===== config.mk =====
export PLATFORM = sky130hd
export DESIGN_NAME = ecc_apb_sequencer_flat
export DESIGN_NICKNAME = d
export VERILOG_FILES = /design/src/rtl/ecc_apb_sequencer_if.sv /design/src/rtl/ecc_apb_sequencer.sv /design/src/flat_wrapper.sv
export SDC_FILE = /design/constraint.sdc
export NUM_CORES = 1
export LEC_CHECK = 0
export BUFFER_PORTS_ARGS = -buffer_cell sky130_fd_sc_hd__buf_2
export CAP_MARGIN = 20
export CORE_MARGIN = 5
export CORE_UTILIZATION = 36
export CTS_CLUSTER_DIAMETER = 50
export CTS_CLUSTER_SIZE = 40
export DETAILED_ROUTE_END_ITERATION = 8
export PLACE_DENSITY = 0.73
export RECOVER_POWER = 50
export SETUP_SLACK_MARGIN = 0.5
export SYNTH_ARGS = -nofsm -noshare
export SYNTH_HDL_FRONTEND = slang
export SYNTH_SLANG_ARGS = --single-unit

===== constraint.sdc =====
create_clock -name clk -period 1.9 [get_ports clk]
set_input_delay 0.095 -clock clk [delete_from_list [all_inputs] [get_ports clk]]
set_output_delay 0.095 -clock clk [all_outputs]
set_load 0.02 [all_outputs]

===== src/rtl/ecc_apb_sequencer_if.sv =====
// APB register bus (no PREADY/PSLVERR) between a host and ecc_apb_sequencer.
interface ecc_apb_sequencer_if #(
  parameter int AMBA_ADDR_WIDTH = 32,
  parameter int AMBA_WORD       = 32
);
  logic [AMBA_ADDR_WIDTH-1:0] paddr;
  logic [AMBA_WORD-1:0]       pwdata;
  logic                       psel;
  logic                       penable;
  logic                       pwrite;
  logic [AMBA_WORD-1:0]       prdata;

  modport master (output paddr, pwdata, psel, penable, pwrite, input prdata);
  modport slave  (input paddr, pwdata, psel, penable, pwrite, output prdata);
endinterface


===== src/rtl/ecc_apb_sequencer.sv =====
// APB-programmed sequencer that launches one ECC datapath operation at a time and captures its result.
// Optional datapath watchdog is compiled in when ECC_SEQ_TIMEOUT_EN is defined.
module ecc_apb_sequencer #(
  parameter int AMBA_ADDR_WIDTH = 32,
  parameter int AMBA_WORD       = 32,
  parameter int DATA_WIDTH      = 32,
  parameter int TIMEOUT         = 64
) (
  input  logic                  clk,
  input  logic                  rst,
  ecc_apb_sequencer_if.slave    apb,
  output logic                  op_start,
  output logic [1:0]            op_mode,
  output logic [DATA_WIDTH-1:0] op_data,
  output logic [1:0]            op_width,
  output logic [DATA_WIDTH-1:0] op_noise,
  input  logic                  dp_done,
  input  logic [DATA_WIDTH-1:0] dp_data,
  input  logic [1:0]            dp_num_err,
  output logic [DATA_WIDTH-1:0] data_out,
  output logic                  operation_done,
  output logic [1:0]            num_of_errors
);

  typedef enum logic [1:0] {S_IDLE, S_LAUNCH, S_WAIT, S_DONE} state_e;

  localparam logic [2:0]  REG_CTRL     = 3'd0;
  localparam logic [2:0]  REG_DATA_IN  = 3'd1;
  localparam logic [2:0]  REG_WIDTH    = 3'd2;
  localparam logic [2:0]  REG_NOISE    = 3'd3;
  localparam logic [2:0]  REG_STATUS   = 3'd4;
  localparam logic [15:0] TIMEOUT_LAST = 16'(TIMEOUT - 1);

  state_e                state_q, state_d;
  logic [1:0]            mode_q, mode_d;
  logic [1:0]            width_q, width_d;
  logic [DATA_WIDTH-1:0] data_in_q, data_in_d;
  logic [DATA_WIDTH-1:0] noise_q, noise_d;
  logic [DATA_WIDTH-1:0] data_out_q, data_out_d;
  logic [1:0]            nerr_q, nerr_d;
  logic                  done_q, done_d;
  logic                  wr_err_q, wr_err_d;
  logic [AMBA_WORD-1:0]  prdata_q, prdata_d;
  logic                  timeout_flag;

`ifdef ECC_SEQ_TIMEOUT_EN
  logic [15:0] wd_cnt_q, wd_cnt_d;
  logic        timeout_q, timeout_d;
  logic        timeout_set;
  assign timeout_flag = timeout_q;
`else
  assign timeout_flag = 1'b0;
`endif

  logic [2:0]           reg_sel;
  logic                 wr_access, rd_setup, rd_access;
  logic                 width_ok, ctrl_ok;
  logic                 done_set, wr_err_set;
  logic [AMBA_WORD-1:0] status_word, rd_mux;
  logic                 unused_bus;

  assign reg_sel   = apb.paddr[4:2];
  assign wr_access = apb.psel &  apb.penable &  apb.pwrite;
  assign rd_setup  = apb.psel & ~apb.penable & ~apb.pwrite;
  assign rd_access = apb.psel &  apb.penable & ~apb.pwrite;

  // Bits and parameters with no logic behind them in every configuration.
  assign unused_bus = ^{apb.paddr, apb.pwdata, TIMEOUT_LAST, 8'(AMBA_ADDR_WIDTH)};

  assign width_ok = (width_q == 2'd0)
                  | ((width_q == 2'd1) & (DATA_WIDTH >= 16))
                  | ((width_q == 2'd2) & (DATA_WIDTH >= 32));
  assign ctrl_ok  = (apb.pwdata[1:0] != 2'd3) & width_ok;

  always_comb begin
    status_word      = '0;
    status_word[0]   = (state_q != S_IDLE);
    status_word[1]   = done_q;
    status_word[3:2] = nerr_q;
    status_word[4]   = timeout_flag;
    status_word[5]   = wr_err_q;
  end

  always_comb begin
    rd_mux = '0;
    unique case (reg_sel)
      REG_CTRL:    rd_mux[1:0]            = mode_q;
      REG_DATA_IN: rd_mux[DATA_WIDTH-1:0] = data_in_q;
      REG_WIDTH:   rd_mux[1:0]            = width_q;
      REG_NOISE:   rd_mux[DATA_WIDTH-1:0] = noise_q;
      REG_STATUS:  rd_mux                 = status_word;
      default:     rd_mux                 = '0;
    endcase
  end

  // NOTE: every signal written here gets its hold value first, so no path can infer a latch.
  always_comb begin
    state_d    = state_q;
    mode_d     = mode_q;
    width_d    = width_q;
    data_in_d  = data_in_q;
    noise_d    = noise_q;
    data_out_d = data_out_q;
    nerr_d     = nerr_q;
    done_d     = done_q;
    wr_err_d   = wr_err_q;
    prdata_d   = prdata_q;
    done_set   = 1'b0;
    wr_err_set = 1'b0;
`ifdef ECC_SEQ_TIMEOUT_EN
    wd_cnt_d    = wd_cnt_q;
    timeout_d   = timeout_q;
    timeout_set = 1'b0;
`endif

    unique case (state_q)
      S_IDLE: begin
        if (wr_access) begin
          unique case (reg_sel)
            REG_CTRL: begin
              if (ctrl_ok) begin
                mode_d  = apb.pwdata[1:0];
                state_d = S_LAUNCH;
              end else begin
                wr_err_set = 1'b1;
              end
            end
            REG_DATA_IN: data_in_d = apb.pwdata[DATA_WIDTH-1:0];
            REG_WIDTH:   width_d   = apb.pwdata[1:0];
            REG_NOISE:   noise_d   = apb.pwdata[DATA_WIDTH-1:0];
            default:     ;
          endcase
        end
      end
      S_LAUNCH: begin
        state_d = S_WAIT;
`ifdef ECC_SEQ_TIMEOUT_EN
        wd_cnt_d = '0;
`endif
      end
      S_WAIT: begin
        if (dp_done) begin
          data_out_d = dp_data;
          nerr_d     = dp_num_err;
          state_d    = S_DONE;
        end
`ifdef ECC_SEQ_TIMEOUT_EN
        else if (wd_cnt_q == TIMEOUT_LAST) begin
          timeout_set = 1'b1;
          state_d     = S_IDLE;
        end else begin
          wd_cnt_d = wd_cnt_q + 16'd1;
        end
`endif
      end
      S_DONE: begin
        done_set = 1'b1;
        state_d  = S_IDLE;
      end
      default: state_d = S_IDLE;
    endcase

    // The register file is frozen while an operation is in flight.
    if (wr_access && (state_q != S_IDLE)) wr_err_set = 1'b1;

    if (rd_setup) prdata_d = rd_mux;

    // Read-to-clear happens first so a flag raised in the same cycle survives.
    if (rd_access && (reg_sel == REG_STATUS)) begin
      done_d   = 1'b0;
      wr_err_d = 1'b0;
`ifdef ECC_SEQ_TIMEOUT_EN
      timeout_d = 1'b0;
`endif
    end
    if (done_set)   done_d   = 1'b1;
    if (wr_err_set) wr_err_d = 1'b1;
`ifdef ECC_SEQ_TIMEOUT_EN
    if (timeout_set) timeout_d = 1'b1;
`endif
  end

  // NOTE: state is updated only with non-blocking assignments so every flop samples pre-edge values.
  always_ff @(posedge clk or negedge rst) begin
    if (!rst) begin
      state_q    <= S_IDLE;
      mode_q     <= '0;
      width_q    <= '0;
      data_in_q  <= '0;
      noise_q    <= '0;
      data_out_q <= '0;
      nerr_q     <= '0;
      done_q     <= 1'b0;
      wr_err_q   <= 1'b0;
      prdata_q   <= '0;
`ifdef ECC_SEQ_TIMEOUT_EN
      wd_cnt_q   <= '0;
      timeout_q  <= 1'b0;
`endif
    end else begin
      state_q    <= state_d;
      mode_q     <= mode_d;
      width_q    <= width_d;
      data_in_q  <= data_in_d;
      noise_q    <= noise_d;
      data_out_q <= data_out_d;
      nerr_q     <= nerr_d;
      done_q     <= done_d;
      wr_err_q   <= wr_err_d;
      prdata_q   <= prdata_d;
`ifdef ECC_SEQ_TIMEOUT_EN
      wd_cnt_q   <= wd_cnt_d;
      timeout_q  <= timeout_d;
`endif
    end
  end

  assign apb.prdata     = prdata_q;
  assign op_start       = (state_q == S_LAUNCH);
  assign operation_done = (state_q == S_DONE);
  assign op_mode        = mode_q;
  assign op_width       = width_q;
  assign op_data        = data_in_q;
  assign op_noise       = noise_q;
  assign data_out       = data_out_q;
  assign num_of_errors  = nerr_q;

endmodule


===== src/flat_wrapper.sv =====
// flat-port wrapper written by rule: the top's interface ports become plain ports
module ecc_apb_sequencer_flat 
#(
  parameter int AMBA_ADDR_WIDTH = 32,
  parameter int AMBA_WORD       = 32,
  parameter int DATA_WIDTH      = 32,
  parameter int TIMEOUT         = 64
)
  (clk, rst, op_start, op_mode, op_data, op_width, op_noise, dp_done, dp_data, dp_num_err, data_out, operation_done, num_of_errors, apb_paddr, apb_pwdata, apb_psel, apb_penable, apb_pwrite, apb_prdata);
  ecc_apb_sequencer_if #(.AMBA_ADDR_WIDTH(AMBA_ADDR_WIDTH), .AMBA_WORD(AMBA_WORD)) apb_i ();
  input  logic clk;
  input  logic rst;
  output logic op_start;
  output logic [1:0] op_mode;
  output logic [DATA_WIDTH-1:0] op_data;
  output logic [1:0] op_width;
  output logic [DATA_WIDTH-1:0] op_noise;
  input  logic dp_done;
  input  logic [DATA_WIDTH-1:0] dp_data;
  input  logic [1:0] dp_num_err;
  output logic [DATA_WIDTH-1:0] data_out;
  output logic operation_done;
  output logic [1:0] num_of_errors;
  input wire logic [$bits(apb_i.paddr)-1:0] apb_paddr;
  input wire logic [$bits(apb_i.pwdata)-1:0] apb_pwdata;
  input wire logic [$bits(apb_i.psel)-1:0] apb_psel;
  input wire logic [$bits(apb_i.penable)-1:0] apb_penable;
  input wire logic [$bits(apb_i.pwrite)-1:0] apb_pwrite;
  output wire logic [$bits(apb_i.prdata)-1:0] apb_prdata;
  assign apb_i.paddr = apb_paddr;
  assign apb_i.pwdata = apb_pwdata;
  assign apb_i.psel = apb_psel;
  assign apb_i.penable = apb_penable;
  assign apb_i.pwrite = apb_pwrite;
  assign apb_prdata = apb_i.prdata;
  ecc_apb_sequencer #(.AMBA_ADDR_WIDTH(AMBA_ADDR_WIDTH), .AMBA_WORD(AMBA_WORD), .DATA_WIDTH(DATA_WIDTH), .TIMEOUT(TIMEOUT)) u_core (.clk(clk), .rst(rst), .apb(apb_i), .op_start(op_start), .op_mode(op_mode), .op_data(op_data), .op_width(op_width), .op_noise(op_noise), .dp_done(dp_done), .dp_data(dp_data), .dp_num_err(dp_num_err), .data_out(data_out), .operation_done(operation_done), .num_of_errors(num_of_errors));
endmodule

==> out/metrics.yaml <==
crit_arrival_ps: 2090
hpwl_um: 10850
grt-ovfl-total: 0
grt_max_degree: 51
crit_fanout: 5
critPathLaunchType: "flip-flop"
dieArea_um2: 18520
cts_root_buf: "clkbuf_16"
drc: 0
port_buffers: 210
seq_area_frac_synth_pct: 60.35
synthDistinctLibCells: 34
synth_area_leaders: "dfrtp_1 60%, mux2_2 21%, mux2i_1 4.9%"
power_mw: 12.36
areaGrowthSynthToFinish_pct: 62.23
synth_top_area_share_pct: 60.35
p_leak_nw: 4.691
synthesis.area_um2: 5722
drt_iter0_markers: 191
placedInstanceArea_um2: 7132
pre_cts_ws_ps: -17.01
fin_crit_ps: 1800
crit_type: "flip-flop to flip-flop"
diodes: 0
max_freq_ghz: 0.5556
initial_utilization_pct: 36.42
grt_usage_pct: 19.31
required_ps: 2190
pin_count: 240
clk_pin_slew_worst_paths_ps: 60
rr_startpoint: "u_core.state_q[1]$_DFFE_PN0P_"
setup_viol: 0
routed_wl_um: 18630
grt_pass1_vias: 5086
cts.sinks: 138
max_slew_margin_pct: 12.15
cts_tree: "yes"
skew_ps: 4.322
cap_violations: 0
final_area_um2: 9283
fp.dieH_um: 136.1
cts_inserted_buffers: 17
worst_pin_slew_ps: 1318
status: "complete, no violations"
irDropWorstVdd_v: 0.0006173
min-delay-path-class: "primary input to flip-flop"
period_share_pct: 94.73
drive_gt1_share_pct: 49.26
wl_per_cell_um: 19.35
clock_latency_ps: 410
layout_setup_ws_ps: 100.2
antenna_found_initial: 0
cp-startpoint: "u_core.state_q[1]$_DFFE_PN0P_"
ys.flop_type: "dfrtp_1"
synth_fp_nets: 523
drt-vias-per-instance: 4.834
final_cell_mix: "166 x buf_2, 137 x dfrtp_1, 74 x mux2_4"
yosys_warnings: 0
synth_top_area_cell: "dfrtp_1"
num_rows: 46
finalNetCount: 845
antenna_left: 0
hp-start: "dp_done"
synth_area_per_cell_um2: 13.82
coreArea_um2: 15710
rsz0062_at_grt: "yes"
hold_violations: 0
num_vias: 4655
rrSetupSlack_ps: 100
dr.pass1.iters: 6
layout_commonest_cell: "buf_2"
p_per_area_nw_per_um2: 1331
endpoint_kind: "flip-flop"
async_reset_ff_share_pct: 100.0
ys_seq_elements: 138
syn_inst: 414
gp_congestion: 0.7871
grt_pass1_wl_um: 27610
slew_viol_final: 0
cts_htree_levels: 4
synth-edff-count: 0
clk_path_buf_depth: 2
die_w_um: 136.1
==> synthesized netlist by cell type (2+ instances only) <==
library cell / n
nor2_1: 4
buf_2: 6
buf_6: 3
ha_1: 5
mux2_2: 105
o21ai_0: 34
a21oi_1: 9
a31oi_1: 3
buf_4: 4
inv_1: 5
dfrtp_1: 138
nand3b_1: 6
clkbuf_1: 9
mux2i_1: 28
nand2_1: 35
nand4_1: 2
==> what timing repair did <==
action                                  CTS  global route
endpoints found under the setup margin  103           105
hold buffers                             67             0
gates cloned                             10             2
hold endpoints to repair                149             0
setup buffers                            16             5
resized for setup                        47            70
pin swaps                                 4             5
==> layout make-up <==
cell class / count / area (µm²)
well taps: 216 / 270.3
multi-input cells: 248 / 2489
clock inverters: 7 / 115.1
inverters: 5 / 18.77
flip-flops and latches: 138 / 3455
fillers: 1266 / 6430
repair buffers: 326 / 2447
clock buffers: 23 / 488.0
==> critical path: stages, from the launching register on <==
cell and delay, ps:
dfrtp_1 390, inv_2 90, ha_4 150, nand2_4 50, nor4b_4 260, buf_6 150
buf_12 140, clkbuf_16 160, mux2_4 290
==> stage by stage <==
step                      setup TNS (ps)  instances  util [%]  hold slack [ps]
final                                  0        963     59.08            70.20
after global routing                   0        963     59.08            74.09
after CTS                              0        956     57.31            13.61
after detailed placement          -73.42        833     45.39            86.16
after global placement                 0        833     45.39            74.93
after floorplan                        0        414         -           -200.6
==> where the power goes <==
group / internal (mW) / switching, mW
Clock: 2.19 / 1.23
Sequential: 3.74 / 0.554
Combinational: 2.31 / 2.34
Total: 8.24 / 4.12
==> per-layer routing <==
layer	share of wire [%]	global-route usage (%)
met1	43	23.72
met2	50	32.86
met3	6.7	6.329
met4	0.74	4.983
met5	0	0
==> registers in the layout (all words and copies together) (netlist names) <==
signal and count:
u_core.apb.prdata 32, u_core.data_out 32, u_core.done_q 1, u_core.num_of_errors 2
u_core.op_data 32, u_core.op_mode 2, u_core.op_noise 32, u_core.op_width 2
u_core.state_q 2, u_core.wr_err_q 1
==> path summary, 6_finish.rpt <==
| kind | end | depth (start not counted) |
|---|---|---|
| worst max-delay path | u_core.op_data[30]$_DFFE_PN0P_ | 8 |
| worst min-delay path | u_core.state_q[0]$_DFFE_PN0P_ | 3 |
| worst max register to register | u_core.op_data[30]$_DFFE_PN0P_ | 8 |
| worst min register to register | u_core.apb.prdata[10]$_DFFE_PN0P_ | 2 |
| max in group asynchronous | u_core.data_out[22]$_DFFE_PN0P_ | 3 |
| min in group asynchronous | u_core.op_data[19]$_DFFE_PN0P_ | 2 |
==> logic make-up after synthesis <==
logic type                 synth area share (%)
buffers and inverters                     2.646
DFF                                       60.35
muxes                                     25.76
adders and majority gates                 1.093
and+or+nand+nor                           5.489
AOI/OAI and AO/OA                         4.658
Note: power is estimated with default switching activity, not from simulation.
